File: config.mk
export PLATFORM = sky130hd
export DESIGN_NAME = class_result_encoder
export DESIGN_NICKNAME = d
export VERILOG_FILES = /design/src/rtl/cnn_cls_pkg.sv /design/src/rtl/class_result_encoder_fifo.sv /design/src/rtl/class_result_encoder.sv
export SDC_FILE = /design/constraint.sdc
export NUM_CORES = 1
export LEC_CHECK = 0
export ABC_CLOCK_PERIOD_IN_PS = 7100
export BUFFER_PORTS_ARGS = -buffer_cell sky130_fd_sc_hd__buf_2
export CORE_ASPECT_RATIO = 1.4
export CORE_MARGIN = 2
export CORE_UTILIZATION = 50
export CTS_CLUSTER_SIZE = 30
export DETAILED_ROUTE_END_ITERATION = 6
export PLACE_DENSITY = 0.72
export SYNTH_ARGS = -nofsm -noshare
export SYNTH_HDL_FRONTEND = slang
export SYNTH_HIERARCHICAL = 1
export SYNTH_SLANG_ARGS = --single-unit
export TNS_END_PERCENT = 50
File: constraint.sdc
create_clock -name clk -period 7.1 [get_ports clk]
set_input_delay 1.42 -clock clk [delete_from_list [all_inputs] [get_ports clk]]
set_output_delay 1.42 -clock clk [all_outputs]
set_load 0.01 [all_outputs]
File: src/rtl/cnn_cls_pkg.sv
// Shared classifier-output types and constants.
// Used by the result encoder and any later readout block.
package cnn_cls_pkg;

    localparam int N_CLASS = 10;
    localparam int IDX_W   = 4;

    // All-ones index marks an empty class vector.
    localparam logic [IDX_W-1:0] IDX_NONE = '1;

    typedef struct packed {
        logic [IDX_W-1:0] idx;
        logic             tie;
        logic             none;
    } cls_result_t;

    localparam int RES_W = $bits(cls_result_t);

endpackage

File: src/rtl/class_result_encoder_fifo.sv
// Generic synchronous FIFO with a registered head word.
// The head register is loaded on write-into-empty or on pop.
module sync_fifo #(
    parameter int WIDTH = 8,
    parameter int DEPTH = 4,
    localparam int PTR_W = $clog2(DEPTH),
    localparam int CNT_W = PTR_W + 1
) (
    input  logic             clk,
    input  logic             rst,
    input  logic             push,
    input  logic [WIDTH-1:0] din,
    input  logic             pop,
    output logic [WIDTH-1:0] dout,
    output logic [CNT_W-1:0] count
);

    logic [WIDTH-1:0] mem [DEPTH];
    logic [PTR_W-1:0] wr_ptr;
    logic [PTR_W-1:0] rd_ptr;
    logic [PTR_W-1:0] rd_nxt;
    logic             load_din;

    assign rd_nxt = rd_ptr + 1'b1;

    // New head comes straight from din when the FIFO is (or becomes) empty.
    assign load_din = push &&
                      ((count == '0) || ((count == CNT_W'(1)) && pop));

    // Storage array; contents need no reset.
    always_ff @(posedge clk) begin
        if (push) begin
            mem[wr_ptr] <= din;
        end
    end

    // Pointers, occupancy and registered head.
    always_ff @(posedge clk) begin
        if (rst) begin
            wr_ptr <= '0;
            rd_ptr <= '0;
            count  <= '0;
            dout   <= '0;
        end else begin
            if (push) begin
                wr_ptr <= wr_ptr + 1'b1;
            end
            if (pop) begin
                rd_ptr <= rd_nxt;
            end
            case ({push, pop})
                2'b10:   count <= count + 1'b1;
                2'b01:   count <= count - 1'b1;
                default: count <= count;
            endcase
            if (load_din) begin
                dout <= din;
            end else if (pop) begin
                dout <= mem[rd_nxt];
            end
        end
    end

endmodule

File: src/rtl/class_result_encoder.sv
// Encodes one-hot class vectors to an index with tie/none flags,
// buffers results and keeps saturating frame/tie statistics.
module class_result_encoder
    import cnn_cls_pkg::*;
#(
    parameter int DEPTH = 4,
    parameter int CNT_W = 16
) (
    input  logic               clk,
    input  logic               rst,
    input  logic               oh_valid,
    output logic               oh_ready,
    input  logic [N_CLASS-1:0] oh_vec,
    output logic               idx_valid,
    input  logic               idx_ready,
    output logic [IDX_W-1:0]   idx,
    output logic               idx_tie,
    output logic               idx_none,
    output logic [CNT_W-1:0]   frame_count,
    output logic [CNT_W-1:0]   tie_count
);

    localparam int FCNT_W = $clog2(DEPTH) + 1;

    logic [FCNT_W-1:0] fifo_count;
    logic              push;
    logic              pop;
    cls_result_t       enc;
    logic [RES_W-1:0]  head_bits;
    cls_result_t       head;

    // Lowest set bit wins; a tie is any vector with a second bit set.
    always_comb begin
        enc.idx  = IDX_NONE;
        enc.none = (oh_vec == '0);
        enc.tie  = |(oh_vec & (oh_vec - 1'b1));
        for (int k = N_CLASS - 1; k >= 0; k--) begin
            if (oh_vec[k]) begin
                enc.idx = IDX_W'(k);
            end
        end
    end

    assign oh_ready  = !rst && (fifo_count != FCNT_W'(DEPTH));
    assign idx_valid = (fifo_count != '0);
    assign push      = oh_valid && oh_ready;
    assign pop       = idx_valid && idx_ready;

    sync_fifo #(
        .WIDTH (RES_W),
        .DEPTH (DEPTH)
    ) u_fifo (
        .clk   (clk),
        .rst   (rst),
        .push  (push),
        .din   (enc),
        .pop   (pop),
        .dout  (head_bits),
        .count (fifo_count)
    );

    assign head     = cls_result_t'(head_bits);
    assign idx      = head.idx;
    assign idx_tie  = head.tie;
    assign idx_none = head.none;

    // Saturating statistics, bumped on each accepted vector.
    always_ff @(posedge clk) begin
        if (rst) begin
            frame_count <= '0;
            tie_count   <= '0;
        end else if (push) begin
            if (frame_count != '1) begin
                frame_count <= frame_count + 1'b1;
            end
            if (enc.tie && (tie_count != '1)) begin
                tie_count <= tie_count + 1'b1;
            end
        end
    end

endmodule

* Word level (Yosys, flattened, before mapping)
Memories as Yosys holds them, arrays and structs flattened. Cells that the tools add are included.
Word-level totals: register bits 45, memory bits (writable) 24, input port bits 14, output and inout bits 40, logic and storage cells 52, memories kept 1
Memories:
- u_fifo.mem | depth 4, width 6, rd ports 1, clocked after memory_dff 0, wr ports 1, RTL line class_result_encoder_fifo.sv:18 | logic [WIDTH-1:0] mem [DEPTH];
Cells by class: add/sub/neg operators 7, eq/ne operators 6, mux-type cells 15, bitwise gates (word level) 1, reduce and logical (&&, ||, !) cells 16
Operators by type and width (number):
- 4-bit 2-to-1 mux | 9
- 16-bit by 1-bit adder with 16-bit output, second input constant | 2
- 16-bit inequality test, second input constant | 2
- 6-bit 2-to-1 mux | 2
- 10-bit AND | 1
- 10-bit zero test | 1
- 10-bit OR reduction | 1
- 10-bit by 1-bit subtractor with 10-bit output, second input constant | 1
- 1-bit logical AND | 6
- 3-bit case mux with 2 select lines | 1
- 2-bit by 1-bit adder with 2-bit output, second input constant | 2
- 2-bit AND reduction | 2
- 2-bit nonzero test | 2
- 3-bit by 1-bit adder with 3-bit output, second input constant | 1
- 3-bit by 1-bit == test with 1-bit output, second input constant | 1
- 3-bit zero test | 1
- 3-bit 2-to-1 mux | 1
- 3-bit inequality test, second input constant | 1
- 3-bit nonzero test | 1
- 3-bit by 1-bit subtractor with 3-bit output, second input constant | 1
- 2-bit by 1-bit == test with 1-bit output, second input constant | 1
- 2-bit == test, second input constant | 1
- 1-bit 2-to-1 mux | 2
- 1-bit zero test | 1
- 1-bit logical OR | 1

* Longest topological paths before layout
Gate-level depths: netlist (run 1).
depth in word-level cells 11, depth in mapped cells 9, depth with buffers taken out 7

* By module
Netlist (run 1), hierarchy kept.
Modules (own cells, without submodules):
- class_result_encoder | times used 1, cells each 223, area each 1828.0 sq um
- sync_fifo | times used 1, cells each 114, area each 1592.8 sq um

* Worst setup path before layout (run 1)
Ideal clock, no wire load.
path kind in2out, from input rst, to output oh_ready, data arrival time 2.079 ns, path slack 3.601 ns, cell stages on the path 3, path buffers 2, cells stage by stage clkbuf_1 > clkbuf_1 > a21oi_1
On the way: cells in the longest elaborated chain, start to end 2
Ends and longest elaborated chain:
- start: declaration | RTL line class_result_encoder.sv:10 | input logic rst,
- 1-bit zero test | RTL line class_result_encoder.sv:44 | assign oh_ready = !rst && (fifo_count != FCNT_W'(DEPTH));
- 1-bit logical AND | RTL line class_result_encoder.sv:44
- end: declaration | RTL line class_result_encoder.sv:12 | output logic oh_ready,
Every way passes these cells.

* Worst setup path after layout (run 1)
Ends and elaborated chain as after synthesis.

==> results of run 1 <==
==> per-layer routing <==
layer | track usage (%) | wire, um | vias up
met4 | 9.790 | 102 | 0
met5 | 0 | 0 | -
met2 | 33.72 | 3720 | 78
met3 | 3.550 | 316 | 11
met1 | 24.84 | 3123 | 1339
li1 | - | - | 1380
==> worst min path at each step <==
stage	end	startpoint	slack, ns	depth (start not counted)
2_1_floorplan	u_fifo/rd_ptr[1]$_SDFFE_PP0P_	u_fifo/rd_ptr[1]$_SDFFE_PP0P_	0.49	2
3_3_place_gp	tie_count[15]$_SDFFE_PP0P_	tie_count[15]$_SDFFE_PP0P_	0.47	1
3_5_place_dp	tie_count[15]$_SDFFE_PP0P_	tie_count[15]$_SDFFE_PP0P_	0.48	1
4_1_cts	tie_count[15]$_SDFFE_PP0P_	tie_count[15]$_SDFFE_PP0P_	0.49	1
5_1_grt	tie_count[15]$_SDFFE_PP0P_	tie_count[15]$_SDFFE_PP0P_	0.52	1
6_report	tie_count[15]$_SDFFE_PP0P_	tie_count[15]$_SDFFE_PP0P_	0.49	1
==> final cells by class <==
cell class	count	area (um2)	share of cell area [%]
clock buffers	11	141.4	3.616
clock inverters	5	50.05	1.280
inverters	15	56.30	1.440
multi-input cells	237	1653	42.27
flip-flops and latches	69	1622	41.47
well taps	92	115.1	2.944
repair buffers	54	272.8	6.976
==> flip-flops by register name, summed over array words and instances, names as in the netlist <==
name           flops
u_fifo/mem        24
frame_count       16
tie_count         16
u_fifo/dout        6
u_fifo/count       3
u_fifo/rd_ptr      2
u_fifo/wr_ptr      2
==> metrics by stage <==
step / power (mW) / hold WS [ns] / worst slack, ns / instances
after floorplan: 0.6282 / 0.4931 / 3.601 / 337
after global placement: 0.6800 / 0.4728 / 3.384 / 467
after detailed placement: 0.6837 / 0.4781 / 3.379 / 467
after global routing: 1.031 / 0.5239 / 3.287 / 483
after CTS: 0.9910 / 0.4917 / 3.381 / 483
final: 0.9829 / 0.4942 / 3.372 / 483
==> cell families after synthesis <==
| kind of cell | Yosys count | share of synthesized area (%) |
|---|---|---|
| AO/OA/AOI/OAI | 72 | 14.78 |
| flip-flops | 69 | 47.40 |
| multiplexers | 17 | 5.926 |
| adder cells (fa/ha/maj) | 13 | 4.609 |
| AND/OR/NAND/NOR | 124 | 20.19 |
| XOR/XNOR | 11 | 2.817 |
| buffers and inverters | 31 | 4.279 |
==> power groups by stage <==
stage | clock network (mW) | logic (mW) | registers (mW)
after floorplan | 0 | 0.154 | 0.474
after global placement | 0 | 0.198 | 0.482
after detailed placement | 0 | 0.200 | 0.484
after CTS | 0.315 | 0.201 | 0.475
after global routing | 0.327 | 0.225 | 0.479
final | 0.309 | 0.200 | 0.474
==> critical path: stages <==
cell     delay, ns
buf_2         0.62
a21oi_1       0.07
buf_2         0.18
==> cell usage in the layout (no fill, tap or decap), types with 3 or more instances in the layout <==
master | Yosys | routed
mux2i_1 | 3 | 3
nand3_1 | 15 | 15
xnor2_1 | 3 | 3
o21a_1 | 4 | 4
mux2_4 | 4 | 4
o31ai_1 | 6 | 6
clkbuf_8 | 0 | 10
a21oi_1 | 20 | 20
inv_1 | 15 | 15
edfxtp_1 | 24 | 24
or4_1 | 10 | 10
o21ai_0 | 6 | 6
buf_2 | 3 | 53
xor2_1 | 8 | 8
a211oi_1 | 7 | 7
and2_1 | 8 | 8
and3_1 | 3 | 3
ha_1 | 11 | 11
mux2_2 | 10 | 10
a222oi_1 | 6 | 6
nor2_1 | 26 | 26
o41ai_1 | 4 | 4
dfxtp_1 | 45 | 45
or3_1 | 9 | 9
o311ai_0 | 6 | 6
nand2_1 | 10 | 10
and4_1 | 3 | 3
o21ai_1 | 4 | 4
nand4_1 | 13 | 13
nor3_1 | 14 | 14
==> results.yml, run 1 <==
worst_setup_path:
  cp.arrival_ns: 2.31
  path_max_fanout: 42
  startpoint_type: "input pin"
  worstSetupEndpointType: "output pin"
  reg2reg_to: "frame_count[11]$_SDFFE_PP0P_"
  reg2reg_from: "frame_count[3]$_SDFFE_PP0P_"
  reg2reg_depth: 5
  path_class: "input pin to output pin"
  setup.worst_path.end: "oh_ready"
  startpoint: "rst"
  r2r_setup_slack_ns: 4.67
  cp.required_ns: 5.68
synthesis:
  netlist_top_cells_area: "dfxtp_1 (26%), edfxtp_1 (21%), ha_1 (4.0%)"
  synth_top_flop_cell: "dfxtp_1"
  synth_top_area_share_pct: 26.34
  yosysMostFrequentCell: "dfxtp_1"
  async_flop_share_pct: 0
  ys_warn_count: 6
  synth_edf_count: 24
  seq_area_frac_synth_pct: 47.40
  syn_area_per_cell_um2: 10.15
  synth_area_um2: 3421
  synth_seq_cells: 69
  syn-num-nets: 362
  ys_types: 51
  syn_inst: 337
  ys_top_cells_by_count: "dfxtp_1 (45), nor2_1 (26), edfxtp_1 (24)"
  synth_top_area_cell: "dfxtp_1"
timing:
  max_freq_ghz: 0.2682
  setup_viol_count_final: 0
  timing.clock.skew_ns: 0.008087
  rsz0062_at_grt: "false"
  fin_crit_ns: 3.728
  finalHoldViolations: 0
  maxSlewHeadroom_pct: 42.98
  slew_viol_final: 0
  fin_tns_setup_ns: 0
  fin_crit_sh_pct: 52.51
  worstMarginPinSlew_ns: 0.8544
power:
  ir_drop_mv: 0.1401
  pwr-share-seq_pct: 48.2
  powerDensity_nw_per_um2: 251.4
  switching_share_pct: 28.44
  p_sw_mw: 0.2796
  power_frac_comb_pct: 20.4
  p_int_mw: 0.7034
  clock_power_share_pct: 31.4
  p_leak_nw: 1.441
die:
  initial_core_util_pct: 51.73
  die_w_um: 73.91
  die_area_um2: 7528
  fp.dieH_um: 101.9
  ioPinCount: 54
  rows: 35
  core_area_um2: 6613
cts:
  post_cts_buffers: 0
  cts_hold_buf: 0
  cts.path.max_buffers: 2
  root_buffer: "clkbuf_8"
  cts.sinks: 69
  ctsResizeCount: 0
  cts_tree: "yes"
  worstSkewPairLatency_ns: 0.34
  cts_buffers: 9
  h-tree-depth: 3
  clk_pin_slew_ns: 0.06
status:
  outcome: "finished clean"
final_layout:
  syn_to_final_growth_pct: 14.30
  fin_util_pct: 59.13
  drive_gt1_share_pct: 22.51
  nets: 411
  num-fill-cells: 581
  design_area_um2: 3910
  diodes: 0
route:
  ant_nets: 0
  num_vias: 2808
  drc: 0
  dr.pass1.iters: 4
  vias_per_cell: 5.814
  drt-wirelength-per-cell_um: 15.04
  drt-initial-drc-count: 165
  routed_wl_um: 7262
placement:
  gp_congestion: 0.7819
  hpwl_um: 5011
  dpl_cell_area_um2: 3719
  port_buffers: 53
min_path:
  hp-class: "flop to flop"
global_routing:
  grt_antenna_before_repair: 0
  grt_max_degree: 43
  grt.overflow.total: 0
  grt_pass1_vias: 2558
  grt_usage_pct: 20.15
  grt_pass1_wl_um: 11790
run:
  drv_cap: 0
(Power assumes the default switching activity.)
==> run 2, diff against run 1 <==
--- a/config.mk
+++ b/config.mk
@@ -5,14 +5,14 @@
 export SDC_FILE = /design/constraint.sdc
 export NUM_CORES = 1
 export LEC_CHECK = 0
-export ABC_CLOCK_PERIOD_IN_PS = 7100
+export ABC_CLOCK_PERIOD_IN_PS = 3250
 export BUFFER_PORTS_ARGS = -buffer_cell sky130_fd_sc_hd__buf_2
 export CORE_ASPECT_RATIO = 1.4
 export CORE_MARGIN = 2
 export CORE_UTILIZATION = 50
 export CTS_CLUSTER_SIZE = 30
 export DETAILED_ROUTE_END_ITERATION = 6
-export PLACE_DENSITY = 0.72
+export PLACE_DENSITY = 0.75
 export SYNTH_ARGS = -nofsm -noshare
 export SYNTH_HDL_FRONTEND = slang
 export SYNTH_HIERARCHICAL = 1
==> constraint.sdc (replaced) <==
create_clock -name clk -period 3.25 [get_ports clk]
set_input_delay 0.65 -clock clk [delete_from_list [all_inputs] [get_ports clk]]
set_output_delay 0.65 -clock clk [all_outputs]
set_load 0.01 [all_outputs]
==> run 2 against run 1 <==
Net effect:
- total power rose by 120%
- setup slack got worse by 2.6 ns
- clock power rose by 130%
- via count rose by 1.1%
- critical path depth rose by 4
- non-clock buffer count rose by 4
==> results.yml, run 2 (synthesized netlist as in run 1, its figures left out) <==
timing:
  maxSlewHeadroom_pct: 54.54
  fin_tns_setup_ns: 0
  max_freq_ghz: 0.4051
  worstMarginPinSlew_ns: 0.6810
  slew_viol_final: 0
  setup_viol_count_final: 0
  rsz0062_at_grt: "false"
  timing.clock.skew_ns: 0.009668
  whs_ns: 0.4981
  finalHoldViolations: 0
  fin_crit_sh_pct: 75.95
  fin_crit_ns: 2.468
worst_setup_path:
  cp_num_cells: 7
  reg2reg_depth: 6
  crit_family: "simple AND/OR/NAND/NOR gates"
  cp.required_ns: 3.46
  cp.arrival_ns: 2.68
  path_buf_inv: 2
  critPathMaxStageDelay_ns: 0.57
  worstSetupEndpointType: "flop"
  startpoint_type: "input pin"
  path_max_fanout: 19
  cpMaxStageDelayCell: "or4_4"
  path_class: "input pin to flop"
  crit_chain: "buf_2 > or4_4 > nor4_4 > o2111a_2 > inv_1 > nor3_1 > a211oi_1"
route:
  highest_layer: "met4"
  drc: 0
  ant_nets: 0
  vias_per_cell: 5.828
  routed_wl_um: 7542
  dr.pass1.iters: 5
  wl_met1_um: 3058
  wl_met3_um: 367
  drt-initial-drc-count: 149
  drt-wirelength-per-cell_um: 15.49
  wl_met2_um: 3990
  num_vias: 2838
final_layout:
  design_area_um2: 3954
  largest_reg_flops: 24
  diodes: 0
  nets: 415
  largestRegisters: "u_fifo/mem: 24 flops, frame_count: 16 flops, tie_count: 16 flops"
  drive_gt1_share_pct: 24.05
  largest-register: "u_fifo/mem"
  num-fill-cells: 584
  syn_to_final_growth_pct: 15.58
  layout_common_cells: "buf_2 (53), dfxtp_1 (45), nor2_1 (26)"
  layout_commonest_cell: "buf_2"
die:
  core_area_um2: 6613
  ioPinCount: 54
  die_area_um2: 7528
  rows: 35
  fp.dieH_um: 101.9
  initial_core_util_pct: 51.73
  die_w_um: 73.91
cts:
  h-tree-depth: 3
  clk_pin_slew_ns: 0.08
  worstSkewPairLatency_ns: 0.35
  cts_tree: "yes"
  ctsResizeCount: 0
  root_buffer: "clkbuf_8"
  cts_hold_buf: 0
  cts.sinks: 69
  post_cts_buffers: 0
  cts_buffers: 9
  cts.path.max_buffers: 2
min_path:
  whs_path_depth: 2
  hp-class: "flop to flop"
global_routing:
  grt.overflow.total: 0
  grt_usage_pct: 21.49
  grt_antenna_before_repair: 0
  grt_max_degree: 42
  grt_pass1_wl_um: 12520
  grt_pass1_vias: 2753
placement:
  hpwl_um: 5225
  gp_congestion: 0.7593
  dpl_cell_area_um2: 3749
  port_buffers: 53
power:
  powerDensity_nw_per_um2: 558.2
  p_leak_nw: 1.466
  power_frac_comb_pct: 20.8
  ir_drop_mv: 0.3106
  switching_share_pct: 30.16
  p_int_mw: 1.541
  pwr-share-seq_pct: 46.8
  clock_power_share_pct: 32.4
  p_sw_mw: 0.6657
status:
  outcome: "finished clean"
run:
  drv_cap: 0
[run 2: cell count changes in the layout (fill, tap and decap cells not counted)]
cell	delta
clkbuf_8	-1
clkinv_1	-2
clkbuf_1	-1
clkinv_2	-1
clkinv_4	+2
inv_6	+3
buf_4	+4
[run 2: path summary, 6_finish.rpt]
path | startpoint | to | slack, ns
max reg2reg | tie_count[1]$_SDFFE_PP0P_ | tie_count[5]$_SDFFE_PP0P_ | 0.93
max | oh_vec[0] | u_fifo/dout[1]$_SDFFE_PP0P_ | 0.78
min | frame_count[9]$_SDFFE_PP0P_ | frame_count[9]$_SDFFE_PP0P_ | 0.50
min reg2reg | frame_count[9]$_SDFFE_PP0P_ | frame_count[9]$_SDFFE_PP0P_ | 0.50
[run 2: worst register-to-register path, cell delays in order, from the launching register on]
cell,delay (ns)
dfxtp_1,0.45
ha_1,0.35
nand3_1,0.11
or4_1,0.56
nand2_2,0.32
nor4_1,0.12
mux2_4,0.31
[run 2: per-layer routing]
layer / vias up / global-route usage [%]
li1: 1397 / -
met4: 0 / 9.790
met5: - / 0
met3: 12 / 4.536
met2: 78 / 37.98
met1: 1351 / 24.43
[run 2: through the flow]
step | util, % | worst slack [ns] | power [mW] | cells
final | 59.79 | 0.7817 | 2.207 | 487
after global routing | 59.79 | 0.6544 | 2.318 | 487
after CTS | 59.79 | 0.8260 | 2.228 | 487
after detailed placement | 56.69 | 0.4708 | 1.507 | 471
after global placement | 56.69 | 0.5565 | 1.494 | 471
after floorplan | - | 0.7793 | 1.372 | 337
[run 2: cell type report]
type	count	area, um2	area share [%]
multi-input cells	237	1653	41.80
flip-flops and latches	69	1622	41.01
repair buffers	58	302.8	7.658
clock buffers	9	123.9	3.133
well taps	92	115.1	2.911
clock inverters	7	81.33	2.057
inverters	15	56.30	1.424
[run 2: power by group through the flow]
stage | Clock, mW | Sequential (mW) | Combinational (mW)
after floorplan | 0 | 1.04 | 0.336
after global placement | 0 | 1.05 | 0.442
after detailed placement | 0 | 1.05 | 0.453
after CTS | 0.735 | 1.03 | 0.459
after global routing | 0.760 | 1.04 | 0.513
final | 0.716 | 1.03 | 0.459
